===== src/rtl/seq_mult_ctrl.sv =====
// seq_mult_ctrl
// Multi-cycle radix-2 shift-add multiplier controller for MULT/MULTU.
// Operands are captured on start; the multiply runs WIDTH iterations, then a
// sign-fixup cycle writes the 2*WIDTH-bit product to hi/lo and pulses done.
//
// Ports:
//   clk        system clock, rising edge
//   rst        asynchronous active-high reset
//   start      operation request, sampled only in IDLE
//   signed_op  1 = two's complement multiply, 0 = unsigned (captured with start)
//   a, b       multiplicand / multiplier (captured with start)
//   busy       high while an operation is in flight (RUN or FIX)
//   done       one-cycle pulse; hi/lo valid from this cycle
//   hi, lo     upper / lower product halves, held until the next done
//
// state | meaning
// ------+---------------------------------------------------------------
// IDLE  | waiting for start; done pulses here for one cycle after FIX
// RUN   | one shift-add iteration per clock, WIDTH iterations in total
// FIX   | apply sign to the magnitude product, load hi/lo, raise done

module seq_mult_ctrl #(
  parameter int WIDTH = 32
) (
  input  logic             clk,
  input  logic             rst,
  input  logic             start,
  input  logic             signed_op,
  input  logic [WIDTH-1:0] a,
  input  logic [WIDTH-1:0] b,
  output logic             busy,
  output logic             done,
  output logic [WIDTH-1:0] hi,
  output logic [WIDTH-1:0] lo
);

  localparam int CW = $clog2(WIDTH);
  localparam logic [CW-1:0] LAST = CW'(WIDTH - 1);

  typedef enum logic [1:0] {
    IDLE = 2'd0,
    RUN  = 2'd1,
    FIX  = 2'd2
  } state_t;

  state_t             state;
  logic [CW-1:0]      cnt;
  logic [WIDTH-1:0]   mcand;
  logic [WIDTH-1:0]   mplier;
  logic [2*WIDTH-1:0] acc;
  logic               neg;

  logic [WIDTH-1:0]   a_mag;
  logic [WIDTH-1:0]   b_mag;
  logic [WIDTH:0]     sum;
  logic [2*WIDTH-1:0] acc_neg;

  // The most negative input maps to itself, which is the correct unsigned
  // magnitude, so no extra bit is needed.
  assign a_mag = (signed_op && a[WIDTH-1]) ? (~a + WIDTH'(1)) : a;
  assign b_mag = (signed_op && b[WIDTH-1]) ? (~b + WIDTH'(1)) : b;

  // Carry out of the upper-half add is kept and shifted back in as the new MSB.
  assign sum     = {1'b0, acc[2*WIDTH-1:WIDTH]} + (mplier[0] ? {1'b0, mcand} : '0);
  assign acc_neg = ~acc + (2*WIDTH)'(1);

  always_ff @(posedge clk or posedge rst) begin
    if (rst) begin
      state  <= IDLE;
      cnt    <= '0;
      mcand  <= '0;
      mplier <= '0;
      acc    <= '0;
      neg    <= 1'b0;
      busy   <= 1'b0;
      done   <= 1'b0;
      hi     <= '0;
      lo     <= '0;
    end else begin
      case (state)
        IDLE: begin
          done <= 1'b0;
          if (start) begin
            mcand  <= a_mag;
            mplier <= b_mag;
            neg    <= signed_op & (a[WIDTH-1] ^ b[WIDTH-1]);
            acc    <= '0;
            cnt    <= '0;
            busy   <= 1'b1;
            state  <= RUN;
          end
        end
        RUN: begin
          acc    <= {sum, acc[WIDTH-1:1]};
          mplier <= mplier >> 1;
          cnt    <= cnt + CW'(1);
          if (cnt == LAST) begin
            state <= FIX;
          end
        end
        FIX: begin
          {hi, lo} <= neg ? acc_neg : acc;
          done     <= 1'b1;
          busy     <= 1'b0;
          state    <= IDLE;
        end
        default: begin
          state <= IDLE;
          busy  <= 1'b0;
          done  <= 1'b0;
        end
      endcase
    end
  end

endmodule


===== config.mk =====
export PLATFORM = sky130hd
export DESIGN_NAME = seq_mult_ctrl
export DESIGN_NICKNAME = d
export VERILOG_FILES = /design/src/rtl/seq_mult_ctrl.sv
export SDC_FILE = /design/constraint.sdc
export NUM_CORES = 1
export LEC_CHECK = 0
export BUFFER_PORTS_ARGS = -buffer_cell sky130_fd_sc_hd__buf_2
export CELL_PAD_IN_SITES_DETAIL_PLACEMENT = 0
export CELL_PAD_IN_SITES_GLOBAL_PLACEMENT = 1
export CORE_ASPECT_RATIO = 2
export CORE_MARGIN = 2
export CORE_UTILIZATION = 41
export CTS_BUF_LIST = sky130_fd_sc_hd__clkbuf_8 sky130_fd_sc_hd__clkbuf_16
export DETAILED_ROUTE_END_ITERATION = 12
export HOLD_SLACK_MARGIN = 0.06
export PLACE_DENSITY = 0.87
export SYNTH_ARGS = -nofsm -noshare
export SYNTH_HDL_FRONTEND = slang
export SYNTH_SLANG_ARGS = --single-unit

===== constraint.sdc =====
create_clock -name clk -period 5.8 [get_ports clk]
set_input_delay 0 -clock clk [delete_from_list [all_inputs] [get_ports clk]]
set_output_delay 0 -clock clk [all_outputs]
set_load 0.005 [all_outputs]

* Word-level counts from Yosys, hierarchy flattened
Cells that the tools add are included.
** Storage, ports and cells
- Flip-flop bits (word level) :: 202
- Bits in latches :: 0
- Bits in writable memories :: 0
- Memory bits (read-only) :: 0
- Bits of input ports :: 68
- Output and inout port bits :: 66
- Word-level logic and storage cells :: 50
- Memories kept :: 0
** Operators by class
- Add/subtract/negate cells :: 5
- $mul :: 0
- Div/mod/pow operators :: 0
- $lt $le $gt $ge :: 0
- Eq/ne operators :: 5
- Shifts and indexed selects :: 0
- Muxes and demuxes :: 16
- Bitwise operators :: 6
- Reductions and logical operators :: 8
** Operators by type and width (count)
- 2-to-1 mux 32 bit :: 4
- 2-to-1 mux 64 bit :: 2
- case mux 64 bit (2 select lines) :: 1
- adder 32 x 1 -> 32 bit, second input constant :: 2
- adder 64 x 1 -> 64 bit, second input constant :: 1
- NOT 32 bit :: 2
- NOT 64 bit :: 1
- case mux 32 bit (2 select lines) :: 1
- adder 32 x 32 -> 33 bit :: 1
- case mux 5 bit (2 select lines) :: 1
- AND reduction 2 bit :: 4
- adder 5 x 1 -> 5 bit, second input constant :: 1
- == test 5 bit, second input constant :: 1
- 2-to-1 mux 5 bit :: 1
- 2-to-1 mux 2 bit :: 2
- != test 2 bit, second input constant :: 2
- case mux 1 bit (2 select lines) :: 2
- case mux 2 bit (2 select lines) :: 1
- == test 2 x 1 -> 1 bit, second input constant :: 1
- == test 2 bit, second input constant :: 1
- logical AND 1 bit :: 2
- logical NOT 2 bit :: 1
- nonzero test 2 bit :: 1
- bitwise AND 1 bit :: 1
- 3 further kinds :: 3

* Logic depth before layout (Yosys ltp)
Gate-level depths: netlist of run 1.
- Depth after elaboration :: 5
- Mapped depth :: 12
- Depth with buffers taken out :: 11

* Worst setup path after synthesis of run 1
OpenSTA, ideal clock, no wires.
- Path type :: register to register
- Start :: reg mplier[0]
- End :: reg acc[63]
- Arrival :: 2844 ps
- Path slack :: 2846 ps
- Cell stages (with the launch flop) :: 12
- Path buffers :: 1
- Clock period less this slack :: 2954 ps
- Cell sequence :: dfrtp_1 -> clkbuf_1 -> and2_1 -> ha_1 -> inv_1 -> fa_1 -> nand2b_1 -> a21oi_1 -> o21ai_0 -> o31ai_1 -> a211oi_1 -> o41ai_1
** Between the ends
- Word-level cells in the longest chain between the ends :: 3
** Ends and longest elaborated chain
- start: declaration :: RTL line 49 : logic [WIDTH-1:0] mplier;
- start signal: assignment :: RTL line 85 : mplier <= b_mag;
- start signal: assignment :: RTL line 95 : mplier <= mplier >> 1;
- 2-to-1 mux 32 bit :: RTL line 64 : assign sum = {1'b0, acc[2*WIDTH-1:WIDTH]} + (mplier[0] ? {1'b0, mcand} : '0);
- adder 32 x 32 -> 33 bit :: RTL line 64
- case mux 64 bit (2 select lines) :: RTL line 80 : case (state)
- end signal: assignment :: RTL line 94 : acc <= {sum, acc[WIDTH-1:1]};
- end: declaration :: RTL line 50 : logic [2*WIDTH-1:0] acc;
Every way passes these cells.
A chain may end at the register's enable or synchronous reset.

* Final worst setup path of run 1
Same ends and word-level chain as after synthesis.

==> results.cfg, run 1 <==
[logic_synthesis]
postSynth.asyncResetShare = 1.000
synth-edff-count = 0
synth.ff_latch_count = 202
synthFlopType = dfrtp_1
syn-instance-count = 1329
synth.net_count = 1435
count_of_synthesis_stage_warnings_from_yosys = 0
netlist_top_cells_area = dfrtp_1 (43%), o21ai_0 (7.7%), xor2_1 (7.4%)
syn-cell-area_sq_mm = 0.01189
synth_top_area_cell = dfrtp_1
netlist-cell-type-count = 61
syn_area_per_cell_sq_um = 8.947
yosysSeqAreaShare = 0.4251
post-synth-top-area-fraction = 0.4251

[setup_path]
cp_data_required_time_ps = 6190
worst_path_largest_cell_delay_ps = 900
cp_cell_instances = and2_1, ha_1, inv_1, fa_1, nand2b_1, a21oi_1, o21ai_0, o31ai_1, a211oi_1, o41ai_1
start_kind = flop
critical_path.max_fanout = 33
arrival_ps = 4480
crit_path_top_delay_cell = o31ai_1
crit_buf_inv = 1
critical-path-top-delay-family = compound AO/OA/AOI/OAI gates
category_of_the_worst_setup_path_capture_point = flop
path_class = reg2reg

[detailed_routing]
drt_pass1_iterations = 5
detail-route-antenna-nets = 0
drt_first_iter_violations = 490
avgRoutedWirePerCell_microns = 16.44
drc = 0
routed_via_density = 5.465
wl_microns = 31180
num_vias = 10370

[timing]
fmax_mhz = 244.3
period_share = 0.7058
number_of_max_slew_violations_in_the_final_report = 0
final.setup.tns_ps = 0
finalSetupViolations = 0
grt_setup_unrepaired = false
worst_max_slew_pin_slew_ps = 1239
post-route-min-period_ps = 4093
timing.clock.skew_ps = 19.37
timing_hold_violations_final = 0
maxSlewHeadroom = 0.1631

[die]
initial_core_util = 0.4137
core-area_sq_mm = 0.02874
fp.dieH_microns = 244.8
io_count = 134
die-area_sq_mm = 0.03046
dieWidth_microns = 124.4
std_cell_rows = 88

[layout]
final_design_area_no_fill_sq_mm = 0.01457
layout.filler_cells = 2630
final_net_count = 1630
multi_input_area_sq_mm = 0.006510
layout-drive-gt1-share = 0.1288
n_antenna_cell = 0
final_cells = 1897
seq_area_sq_mm = 0.005056
syn_to_final_growth_pct = 22.57

[clock_network]
cts-root-to-sink-buffers = 3
cts_repair_resize_count = 0
tritoncts.num_buffers = 20
cts_setup_buffers = 0
worstSkewPairLatency_ps = 520
clk_pin_slew_worst_paths_ps = 70
cell_chosen_for_the_clock_root = clkbuf_16
tritoncts_clock_tree = done
htree_levels = 1
post_cts_hold_buffer_count = 105
clock_sink_count = 202

[grt]
groute.usage.overall = 0.2037
via_count_of_the_first_global_routing_pass = 10580
antenna_found_initial = 0
grt_max_degree = 135
globalRoute.totalOverflow = 0
grt_first_pass_wirelength_microns = 51560

[place]
sum_of_net_half_perimeters_after_detailed_placement_microns = 22240
place.gp.congestion = 0.8933
numPlacedInstances = 1757
postPlaceCellArea_sq_mm = 0.01283
place.port_buffers = 133

[power_and_ir_drop]
max-vdd-ir-drop_uv = 253.9
p_leak_uw = 0.006388
power_per_cell_area_mw_per_mm2 = 478.9

[flow_run]
timing.max_cap.violations = 0

[hold_path]
worst_hold_path_type = in2async

[status]
run_status = completed
## Yosys cell counts (14+ instances only)
| cell | instances |
|---|---|
| nand3_1 | 20 |
| xnor2_1 | 45 |
| ha_1 | 37 |
| nor2_1 | 61 |
| nand2_1 | 187 |
| o21ai_0 | 183 |
| dfrtp_1 | 202 |
| xor2_1 | 100 |
| a22o_1 | 35 |
| o31ai_1 | 30 |
| nor3_1 | 21 |
| inv_1 | 21 |
| and2_1 | 35 |
| a21oi_1 | 59 |
| or3_1 | 14 |
| clkbuf_1 | 69 |
| a22oi_1 | 30 |
| o21ai_1 | 22 |
## tightest hold or removal path: stages
cell and delay (ps):
dlygate4sd3_1 530, buf_2 150, inv_8 600
## power breakdown
part | switching (uW) | internal, uW
sequential | 561 | 2000
combinational | 1730 | 1310
clock | 551 | 827
## cells by family (layout without fill, tap and decap cells)
family	count (synthesis)	after routing	share of synthesized area
mux	2	2	0.001789
flops	202	202	0.4251
xor+xnor	145	145	0.1068
simple gates	417	417	0.1708
fa+ha+maj	38	38	0.04062
compound gates	431	431	0.2251
buf+inv	94	302	0.02978
## cell usage in the layout (no fill, tap or decap), types with 20 or more instances in the layout
master,n
ha_1,37
o21ai_0,183
nor2_1,61
nand2_1,187
inv_1,25
o21ai_1,22
nand3_1,20
xor2_1,100
dfrtp_1,201
xnor2_1,45
buf_2,133
a21oi_1,59
a22oi_1,30
clkbuf_16,21
dlygate4sd3_1,105
o31ai_1,30
nor3_1,21
and2_1,35
a22o_1,35
## through the flow
step                        util  hold slack, ps  setup slack [ps]  power, uW
after detailed placement  0.4464           261.6              1766       5552
after global routing      0.5071           340.3              1312       7557
after floorplan                -           128.0             289.3       4623
after global placement    0.4464           257.4              1824       5461
final                     0.5071           232.1              1707       6979
after CTS                 0.5071           269.8              1717       7020
## worst paths after layout
check	startpoint	endpoint	slack [ps]	cells after the start
min in group clk	a[0]	mcand[0]	350	4
hold / removal	rst	hi[0]	230	3
hold reg to reg	lo[5]	lo[5]	470	2
setup reg to reg	mplier[0]	acc[63]	1710	10
max in group asynchronous	rst	lo[3]	4160	4
setup / recovery	mplier[0]	acc[63]	1710	10
## layer usage
layer | GRT usage | share of wire | up-vias
met4 | 0.08030 | 0.034 | 0
li1 | - | - | 5154
met1 | 0.2074 | 0.36 | 4927
met3 | 0.01874 | 0.035 | 65
met5 | 0 | 0 | -
met2 | 0.4158 | 0.57 | 221
## registers in the layout (all words and copies together), names as in the netlist
register  cells
mcand        32
cnt           5
state         2
acc          64
done          1
lo           32
hi           32
busy          1
neg           1
mplier       32
## cell type report
type	instances	share of cell area
Inverter	21	0.005924
Clock buffer	24	0.03889
Timing Repair Buffer	246	0.1219
Tap cell	360	0.03091
Sequential cell	202	0.3469
Multi-Input combinational cell	1033	0.4467
Clock inverter	11	0.008757
(Power assumes the default switching activity.)
==> run 2, diff against run 1 <==
--- a/config.mk
+++ b/config.mk
@@ -10,11 +10,11 @@
 export CELL_PAD_IN_SITES_GLOBAL_PLACEMENT = 1
 export CORE_ASPECT_RATIO = 2
 export CORE_MARGIN = 2
-export CORE_UTILIZATION = 41
+export CORE_UTILIZATION = 45
 export CTS_BUF_LIST = sky130_fd_sc_hd__clkbuf_8 sky130_fd_sc_hd__clkbuf_16
 export DETAILED_ROUTE_END_ITERATION = 12
 export HOLD_SLACK_MARGIN = 0.06
-export PLACE_DENSITY = 0.87
+export PLACE_DENSITY = 0.9
 export SYNTH_ARGS = -nofsm -noshare
 export SYNTH_HDL_FRONTEND = slang
 export SYNTH_SLANG_ARGS = --single-unit
==> constraint.sdc (replaced) <==
create_clock -name clk -period 4.1 [get_ports clk]
set_input_delay 0 -clock clk [delete_from_list [all_inputs] [get_ports clk]]
set_output_delay 0 -clock clk [all_outputs]
set_load 0.005 [all_outputs]
==> results.cfg, run 2 (synthesis results as in run 1) <==
[status]
run_status = completed

[layout]
n_antenna_cell = 0
syn_to_final_growth_pct = 22.53
layout_common_cells = dfrtp_1 (201), nand2_1 (187), o21ai_0 (183)
final_cells = 1886
layout-drive-gt1-share = 0.1329
largest_register_ffs = 64
layout.filler_cells = 2375
largest-register = acc
layout_commonest_cell = dfrtp_1
final_net_count = 1635
final_design_area_no_fill_sq_mm = 0.01457

[detailed_routing]
routed_via_density = 5.477
num_vias = 10330
avgRoutedWirePerCell_microns = 16.26
drt_pass1_iterations = 4
drt_first_iter_violations = 422
wl_microns = 30670
drc = 0
detail-route-antenna-nets = 0

[timing]
number_of_max_slew_violations_in_the_final_report = 0
period_share = 0.7687
fmax_mhz = 317.3
final.setup.tns_ps = 0
maxSlewHeadroom = 0.2471
finalSetupViolations = 0
timing_hold_violations_final = 0
grt_setup_unrepaired = false
post-route-min-period_ps = 3152
timing.clock.skew_ps = 9.865
worst_max_slew_pin_slew_ps = 1129

[clock_network]
cell_chosen_for_the_clock_root = clkbuf_16
tritoncts.num_buffers = 21
post_cts_hold_buffer_count = 104
worstSkewPairLatency_ps = 510
cts-root-to-sink-buffers = 3
cts_setup_buffers = 0
clock_sink_count = 202
tritoncts_clock_tree = done
htree_levels = 1
clk_pin_slew_worst_paths_ps = 70
cts_repair_resize_count = 0

[power_and_ir_drop]
power.share.combinational = 0.434
power_frac_seq = 0.374
max-vdd-ir-drop_uv = 341.1
power_per_cell_area_mw_per_mm2 = 674.4
netSwitchingPower_uw = 4031
cell_internal_pwr_uw = 5794
netSwitchingFraction = 0.4103
p_leak_uw = 0.006397
share_clk_of_total_power = 0.192

[setup_path]
cp_data_required_time_ps = 4500
cp_cell_instances = buf_4, and2_1, ha_1, a21oi_1, o21ai_0, a22oi_1, o41ai_1, buf_4, a211oi_1, nor3_1, a211o_1
rr_endpoint = acc[62]
start_kind = flop
category_of_the_worst_setup_path_capture_point = flop
worst_path_largest_cell_delay_ps = 450
setup.reg_to_reg.worst_slack_ps = 950
crit_path_top_delay_cell = dfrtp_1
critical_path.max_fanout = 24
worst_r2r_startpoint = mplier[0]
arrival_ps = 3550
crit_path_frequent_cell = buf_4
path_class = reg2reg
r2r.worst_path.cells = 11

[grt]
global_route_met2_utilization = 0.4528
antenna_found_initial = 0
grt_util_met1 = 0.2232
grt_first_pass_wirelength_microns = 50580
grt_max_degree = 125
via_count_of_the_first_global_routing_pass = 10500
globalRoute.totalOverflow = 0
grt_use_met3 = 0.01751
groute.usage.overall = 0.2215
busiest_layer = met2

[die]
io_count = 134
core-area_sq_mm = 0.02617
fp.dieH_microns = 233.9
die-area_sq_mm = 0.02782
initial_core_util = 0.4543
std_cell_rows = 84
dieWidth_microns = 118.9

[place]
place.gp.congestion = 0.9231
postPlaceCellArea_sq_mm = 0.01285
numPlacedInstances = 1746
sum_of_net_half_perimeters_after_detailed_placement_microns = 22520
place.port_buffers = 133

[hold_path]
worst_hold_path_type = in2async

[flow_run]
timing.max_cap.violations = 0
[run 2: changes by cell type in the layout (fill, tap and decap cells not counted), sizes merged]
cell,previous run,this run
dlygate4sd3,105,104
inv,27,26
buf,141,146
bufinv,3,2
clkbuf,24,23
clkinv,2,4
clkinvlp,0,2
[run 2: worst max path at each step]
stage	start	endpoint	slack, ps	depth (start not counted)
6_report	mplier[0]	acc[62]	950	11
5_1_grt	mplier[0]	acc[62]	710	11
4_1_cts	mplier[0]	acc[60]	970	10
3_5_place_dp	mplier[0]	acc[60]	980	10
3_3_place_gp	mplier[0]	acc[60]	990	10
2_1_floorplan	mplier[0]	acc[63]	1150	11
[run 2: worst max-delay path: cells and delay by family, from the launching register on]
| kind | cells | cell delay [ps] |
|---|---|---|
| AO/OA/AOI/OAI | 6 | 1570 |
| AND/OR/NAND/NOR | 2 | 250 |
| buffers and inverters | 2 | 410 |
| adder cells (fa/ha/maj) | 1 | 370 |
| flip-flops | 1 | 450 |
[run 2: cell type report]
| class | count | area [sq um] | area share |
|---|---|---|---|
| Tap cell | 344 | 430.4 | 0.02954 |
| Sequential cell | 202 | 5056 | 0.3470 |
| Clock buffer | 23 | 553.0 | 0.03796 |
| Multi-Input combinational cell | 1033 | 6510 | 0.4468 |
| Timing Repair Buffer | 250 | 1817 | 0.1247 |
| Inverter | 21 | 82.58 | 0.005668 |
| Clock inverter | 13 | 120.1 | 0.008245 |
[run 2: metal layers]
metal / wire length (microns) / up-vias
li1: - / 5154
met1: 11040 / 4910
met2: 17630 / 205
met3: 789 / 61
met4: 1214 / 0
met5: 0 / -
[run 2: power groups by stage]
stage	logic (uW)	registers (uW)	clock network [uW]
2_1_floorplan	3120	3420	0
3_3_place_gp	4080	3670	0
3_5_place_dp	4180	3700	0
4_1_cts	4290	3670	1930
5_1_grt	4830	3790	2010
6_report	4260	3670	1890
[run 2: metrics by stage]
| step | hold WS (ps) | setup slack [ps] | util | total power, uW |
|---|---|---|---|---|
| floorplan | 128.0 | 1146 | - | 6540 |
| global placement | 103.9 | 988.5 | 0.4912 | 7755 |
| detailed placement | 104.5 | 982.6 | 0.4912 | 7877 |
| CTS | 111.4 | 968.1 | 0.5567 | 9890 |
| global route | 183.2 | 714.3 | 0.5567 | 10630 |
| finish | 97.36 | 948.2 | 0.5567 | 9825 |
